## src/rtl/or_cells_pkg.sv

```systemverilog
// or_cells_pkg: shared constants and helpers for the sticky OR-reduce cells
package or_cells_pkg;
  localparam int N_IN_MAX = 32;
  localparam int LEVEL = 0;
  localparam int RISE = 1;
  function automatic int lsb_idx(input logic [N_IN_MAX-1:0] v);
    lsb_idx = 0;
    for (int i = N_IN_MAX - 1; i >= 0; i--) if (v[i]) lsb_idx = i;
  endfunction
endpackage

```

## src/rtl/sticky_bit.sv

```systemverilog
// sticky_bit: one capture flop where a new capture always wins over a clear
module sticky_bit
  import or_cells_pkg::*;
(
  input  logic clk,
  input  logic rst,
  input  logic cap_i,
  input  logic clr_i,
  output logic sta_o,
  output logic nxt_o
);
  logic sta_q, sta_d;
  assign sta_d = cap_i | (sta_q & ~clr_i);
  always_ff @(posedge clk) sta_q <= rst ? 1'b0 : sta_d;
  assign sta_o = sta_q;
  assign nxt_o = sta_d;
endmodule

```

## src/rtl/sticky_or_reduce.sv

```systemverilog
// sticky_or_reduce: sticky event capture with masked OR output and first-source index
module sticky_or_reduce
  import or_cells_pkg::*;
#(
  parameter int N_IN = 4,
  parameter int EDGE_MODE = LEVEL
) (
  input  logic                    CLK,
  input  logic                    RST,
  input  logic [N_IN-1:0]         IN,
  input  logic [N_IN-1:0]         MASK,
  input  logic [N_IN-1:0]         CLR,
  output logic [N_IN-1:0]         STATUS,
  output logic                    Q,
  output logic [$clog2(N_IN)-1:0] FIRST,
  output logic                    FIRST_VLD
);
  localparam int FW = $clog2(N_IN);
  logic [N_IN-1:0] prev_q, cap, sta_d;
  logic q_q, vld_q, vld_d;
  logic [FW-1:0] first_q, first_d;
  assign cap = (EDGE_MODE == RISE) ? (IN & ~prev_q) : IN;
  for (genvar i = 0; i < N_IN; i++) begin : g_bit
    sticky_bit u_bit (
      .clk  (CLK),
      .rst  (RST),
      .cap_i(cap[i]),
      .clr_i(CLR[i]),
      .sta_o(STATUS[i]),
      .nxt_o(sta_d[i])
    );
  end
  // FIRST latches only while invalid; validity drops once STATUS is about to empty
  always_comb begin
    vld_d = (sta_d == '0) ? 1'b0 : (vld_q | (|cap));
    first_d = (!vld_q && |cap) ? FW'(lsb_idx(N_IN_MAX'(cap))) : first_q;
  end
  always_ff @(posedge CLK) begin
    if (RST) begin
      prev_q <= '0;
      q_q <= 1'b0;
      vld_q <= 1'b0;
      first_q <= '0;
    end else begin
      prev_q <= IN;
      q_q <= |(STATUS & MASK);
      vld_q <= vld_d;
      first_q <= first_d;
    end
  end
  assign Q = q_q;
  assign FIRST = first_q;
  assign FIRST_VLD = vld_q;
endmodule

```

## config.mk

```make
export PLATFORM = sky130hd
export DESIGN_NAME = sticky_or_reduce
export DESIGN_NICKNAME = d
export VERILOG_FILES = /design/src/rtl/or_cells_pkg.sv /design/src/rtl/sticky_bit.sv /design/src/rtl/sticky_or_reduce.sv
export SDC_FILE = /design/constraint.sdc
export NUM_CORES = 1
export LEC_CHECK = 0
export BUFFER_PORTS_ARGS = -buffer_cell sky130_fd_sc_hd__buf_4
export CORE_AREA = 2 2 39 41
export CTS_CLUSTER_DIAMETER = 200
export DETAILED_ROUTE_END_ITERATION = 8
export DIE_AREA = 0 0 41 43
export PLACE_DENSITY = 0.64
export SLEW_MARGIN = 20
export SYNTH_ARGS = -nofsm -noshare
export SYNTH_HDL_FRONTEND = slang
export SYNTH_SLANG_ARGS = --single-unit
export TNS_END_PERCENT = 50
```

## constraint.sdc

```tcl
create_clock -name CLK -period 1.2 [get_ports CLK]
set_input_delay 0.18 -clock CLK [delete_from_list [all_inputs] [get_ports CLK]]
set_output_delay 0.18 -clock CLK [all_outputs]
set_load 0.02 [all_outputs]
```

### Word-level counts from Yosys, hierarchy flattened

Cells that the tools add are included.

| word-level totals | value |
|---|---|
| register bits | 8 |
| input bits | 14 |

| cells by class | value |
|---|---|
| multiplexer cells | 4 |
| bitwise operators | 14 |
| reductions and logical operators | 6 |

Operators with widths:

| operator | number |
|---|---|
| 2-bit 2-to-1 mux | 4 |
| 4-bit OR reduction | 2 |
| 1-bit OR | 5 |
| 1-bit bitwise AND | 4 |
| 4-bit bitwise AND | 1 |
| 4-bit zero test | 1 |
| 1-bit inverter | 4 |
| 2-bit OR reduction | 1 |
| 1-bit logical AND | 1 |
| 1-bit zero test | 1 |

### Longest topological paths before layout

| logic depth | value |
|---|---|
| depth in word-level cells | 5 |
| depth in mapped cells | 3 |
| mapped depth without buffers | 3 |

### By module

From an unflattened synthesis, not the netlist that was laid out.

| second synthesis, totals | value |
|---|---|
| cell total of the unflattened synthesis | 41 |
| area total of the unflattened synthesis | 384.1 µm² |

By module, submodules not included:

| module | cells an instance | area an instance (µm²) | instances |
|---|---|---|---|
| sticky_bit | 5 | 50.0 | 4 |
| sticky_or_reduce | 21 | 183.9 | 1 |

### Worst setup path before layout

No wires, ideal clock.

| timing path | value |
|---|---|
| path type | flip-flop to flip-flop |
| from | register g_bit[2].u_bit.sta_q |
| to | register vld_q, in the netlist FIRST_VLD |
| slack | 232 ps |
| path buffers | 0 |
| cell stages (with the launch flop) | 4 |
| arrival time | 842 ps |
| setup time | 126 ps |
| cells stage by stage | dfxtp_1 -> nor2b_1 -> o41ai_1 -> a21oi_1 |

| between the ends | value |
|---|---|
| word-level cells in the longest chain between the ends | 4 |

RTL lines:

| what | line | RTL |
|---|---|---|
| from (decl) | sticky_bit.sv:12 | `logic sta_q, sta_d;` |
| from (signal assigned) | sticky_bit.sv:14 | `always_ff @(posedge clk) sta_q <= rst ? 1'b0 : sta_d;` |
| 1-bit bitwise AND | sticky_bit.sv:13 | `assign sta_d = cap_i \| (sta_q & ~clr_i);` |
| 1-bit OR | sticky_bit.sv:13 |  |
| 4-bit zero test | sticky_or_reduce.sv:35 | `vld_d = (sta_d == '0) ? 1'b0 : (vld_q \| (\|cap));` |
| 2-bit OR reduction (no source line) | -- |  |
| to (signal assigned) | sticky_or_reduce.sv:47 | `vld_q <= vld_d;` |
| to (decl) | sticky_or_reduce.sv:20 | `logic q_q, vld_q, vld_d;` |

No other way between the ends.
A chain may end at the register's enable or synchronous reset.

### Worst setup path in the final report

Ends and elaborated chain as after synthesis.

==> flow_metrics.tcl <==
set metrics [dict create \
    fill_cells 152 \
    coreArea_um2 1380 \
    combinationalPowerShare_pct 21.1 \
    postCtsHoldBufs 0 \
    antennaDiodeCount 0 \
    clockBufferDepth 2 \
    slew_viol_final 0 \
    critical_path.endpoint_type "flip-flop" \
    clock_latency_ns 0.25 \
    critPathMaxFanout 3 \
    slew_headroom_pct 82.1 \
    placed_area_um2 498 \
    tritoncts "built" \
    path_buf_inv 0 \
    crit_path_start_kind "flip-flop" \
    ant_nets 0 \
    p_sw_share_pct 25.6 \
    rsz0062_at_grt "no" \
    power.internal_mw 0.469 \
    final_area_um2 520 \
    pwr-share-seq_pct 47.1 \
    drt-initial-drc-count 4 \
    die-area_um2 1760 \
    globalplace.congestion 0.654 \
    synthToLayoutAreaGrowth_pct 48.6 \
    run_status "complete, no violations" \
    yosys-mux-area-fraction_pct 0 \
    antenna_found_initial 0 \
    cts_root_buf "clkbuf_4" \
    min_path_type "input port to flip-flop" \
    fin_crit_sh_pct 89.0 \
    crit_chain "nor2b_1, o41ai_1, a21oi_1" \
    fp.dieH_um 43 \
    start_util_pct 25.3 \
    path_class "flip-flop to flip-flop" \
    synth_top_area_cell "dfxtp_1" \
    netlist_area_um2 350 \
    crit_slowest_cell "o41ai_1" \
    critPathArrivalTime_ns 1.19 \
    setup_viol 0 \
    synth_top_cell_area_share_pct 45.7 \
    hpwl_um 652 \
    drt_pass1_iterations 4 \
    cts_sinks 8 \
    drc 0 \
    worst_slew_pin_slew_ns 0.265 \
    seq_area_um2 160 \
    drv_cap 0 \
    cts_buffers 3 \
    rows 14 \
    synthAdderAreaFrac_pct 0 \
    routed_wl_um 791 \
    post_drt_wl_per_cell_um 10.5 \
    pwr_density_cell_nw_per_um2 1210 \
    first_global_vias 304 \
    grt_pass1_wl_um 1160 \
    grt_max_degree 8 \
    clockPowerShare_pct 31.8 \
    syn-mean-instance-area_um2 8.98 \
    postCtsSetupBuffers 0 \
    syn_nets 53 \
    dr_total_vias 341 \
    yosys_warnings 0 \
    fin_nets 75 \
    viasPerCell 4.55 \
    cp.required_ns 1.32 \
    cp_slowest_stage_delay_ns 0.35 \
    synthDistinctLibCells 11 \
    synthXorXnorAreaFrac_pct 0 \
    grt_usage_pct 9.36 \
    crit_family "compound AO/OA/AOI/OAI gates" \
    cts_resized 0 \
    ys_seq_elements 8 \
    overflow 0 \
    synth_area_leaders "dfxtp_1, nor2_1, buf_4, nor2b_1, nor4_4" \
    portBuffers 21 \
    hold_viol 0 \
    drive_gt1_share_pct 44.1 \
    pin_count 22 \
    skew_ns 0.00434 \
    vdd_drop_max_mv 0.307 \
    synth_cells 39 \
    yosys.area_share.simple_pct 26.1 \
    timing.fmax_ghz 0.937 \
    setup_tns_ns 0 \
    p_switching_mw 0.162 \
    p_leak_nw 0.245 \
    multi_input_area_um2 153 \
    htree_levels 1 \
    fin_crit_ns 1.07 \
    synth_top_family_by_area "simple AND/OR/NAND/NOR gates" \
    synth_compound_area_share_pct 17.5 \
    die_w_um 41 \
    yosysSeqAreaShare_pct 45.7 \
    path_clk_slew_ns 0.06 \
]
[flip-flops by register name (all words and copies together) (netlist names)]
name	cells
FIRST	2
Q	1
g_bit.u_bit.sta_o	4
FIRST_VLD	1
[cell usage after synthesis (all sizes together)]
master and number:
buf 4, nor2b 4, a21oi 3, nor4 1, o221a 2, inv 2, a22oi 2, dfxtp 8
nor2 12, o41ai 1
[stage by stage]
| stage | power, mW | hold WS [ns] | setup WS [ns] | util [%] | std cells |
|---|---|---|---|---|---|
| final | 0.630 | 0.146 | 0.132 | 37.6 | 75 |
| after global routing | 0.661 | 0.144 | 0.0418 | 37.6 | 75 |
| after CTS | 0.639 | 0.141 | 0.126 | 37.6 | 75 |
| after detailed placement | 0.437 | 0.408 | 0.146 | 36.0 | 72 |
| after global placement | 0.435 | 0.400 | 0.116 | 36.0 | 72 |
| after floorplan | 0.369 | 0.249 | 0.232 | - | 39 |
[worst reg2reg max path: cells and delay by family, from the launching register on]
| family | cells | cell delay, ns |
|---|---|---|
| DFF | 1 | 0.32 |
| AOI/OAI and AO/OA | 2 | 0.46 |
| and+or+nand+nor | 1 | 0.16 |
[cells in the final DEF (no fill, tap or decap)]
cell type  instances
nor4_4             1
clkbuf_4           3
o221a_1            1
a21oi_1            3
dfxtp_1            8
buf_4             21
a22oi_1            2
nor2b_1            4
o41ai_1            1
nor2_1            12
inv_1              2
o221a_2            1
[path summary, 6_finish.rpt]
kind	startpoint	slack (ns)	cells past startpoint	to
setup reg to reg	g_bit[2].u_bit.sta_o$_SDFF_PP0_	0.13	3	FIRST_VLD$_SDFF_PP0_
hold reg to reg	FIRST[1]$_SDFFE_PP0P_	0.54	1	FIRST[1]$_SDFFE_PP0P_
hold / removal	RST	0.15	2	g_bit[3].u_bit.sta_o$_SDFF_PP0_
setup / recovery	g_bit[2].u_bit.sta_o$_SDFF_PP0_	0.13	3	FIRST_VLD$_SDFF_PP0_
[routing by layer]
metal  share of wire, %  GRT usage [%]
met5                  0              0
met4                  0           4.00
met1                 41           11.0
met2                 45           15.6
met3                 14           1.57
[area by class of cell]
cell class / count / share of cell area (%)
inverters: 2 / 1.44
flip-flops and latches: 8 / 30.8
well taps: 16 / 3.85
multi-input cells: 25 / 29.3
repair buffers: 21 / 30.3
clock buffers: 3 / 4.33
[power groups by stage]
stage          registers [mW]  clock network, mW  logic (mW)
3_3_place_gp            0.303                  0       0.133
4_1_cts                 0.297              0.208       0.134
6_report                0.297              0.201       0.133
2_1_floorplan           0.312                  0      0.0569
5_1_grt                 0.300              0.216       0.146
3_5_place_dp            0.303                  0       0.134
[logic make-up (layout without fill, tap and decap cells)]
kind of cell    Yosys count  after routing
buf+inv                   6             26
compound gates            8              8
simple gates             17             17
flops                     8              8
Power figures use the tool's default switching activity.
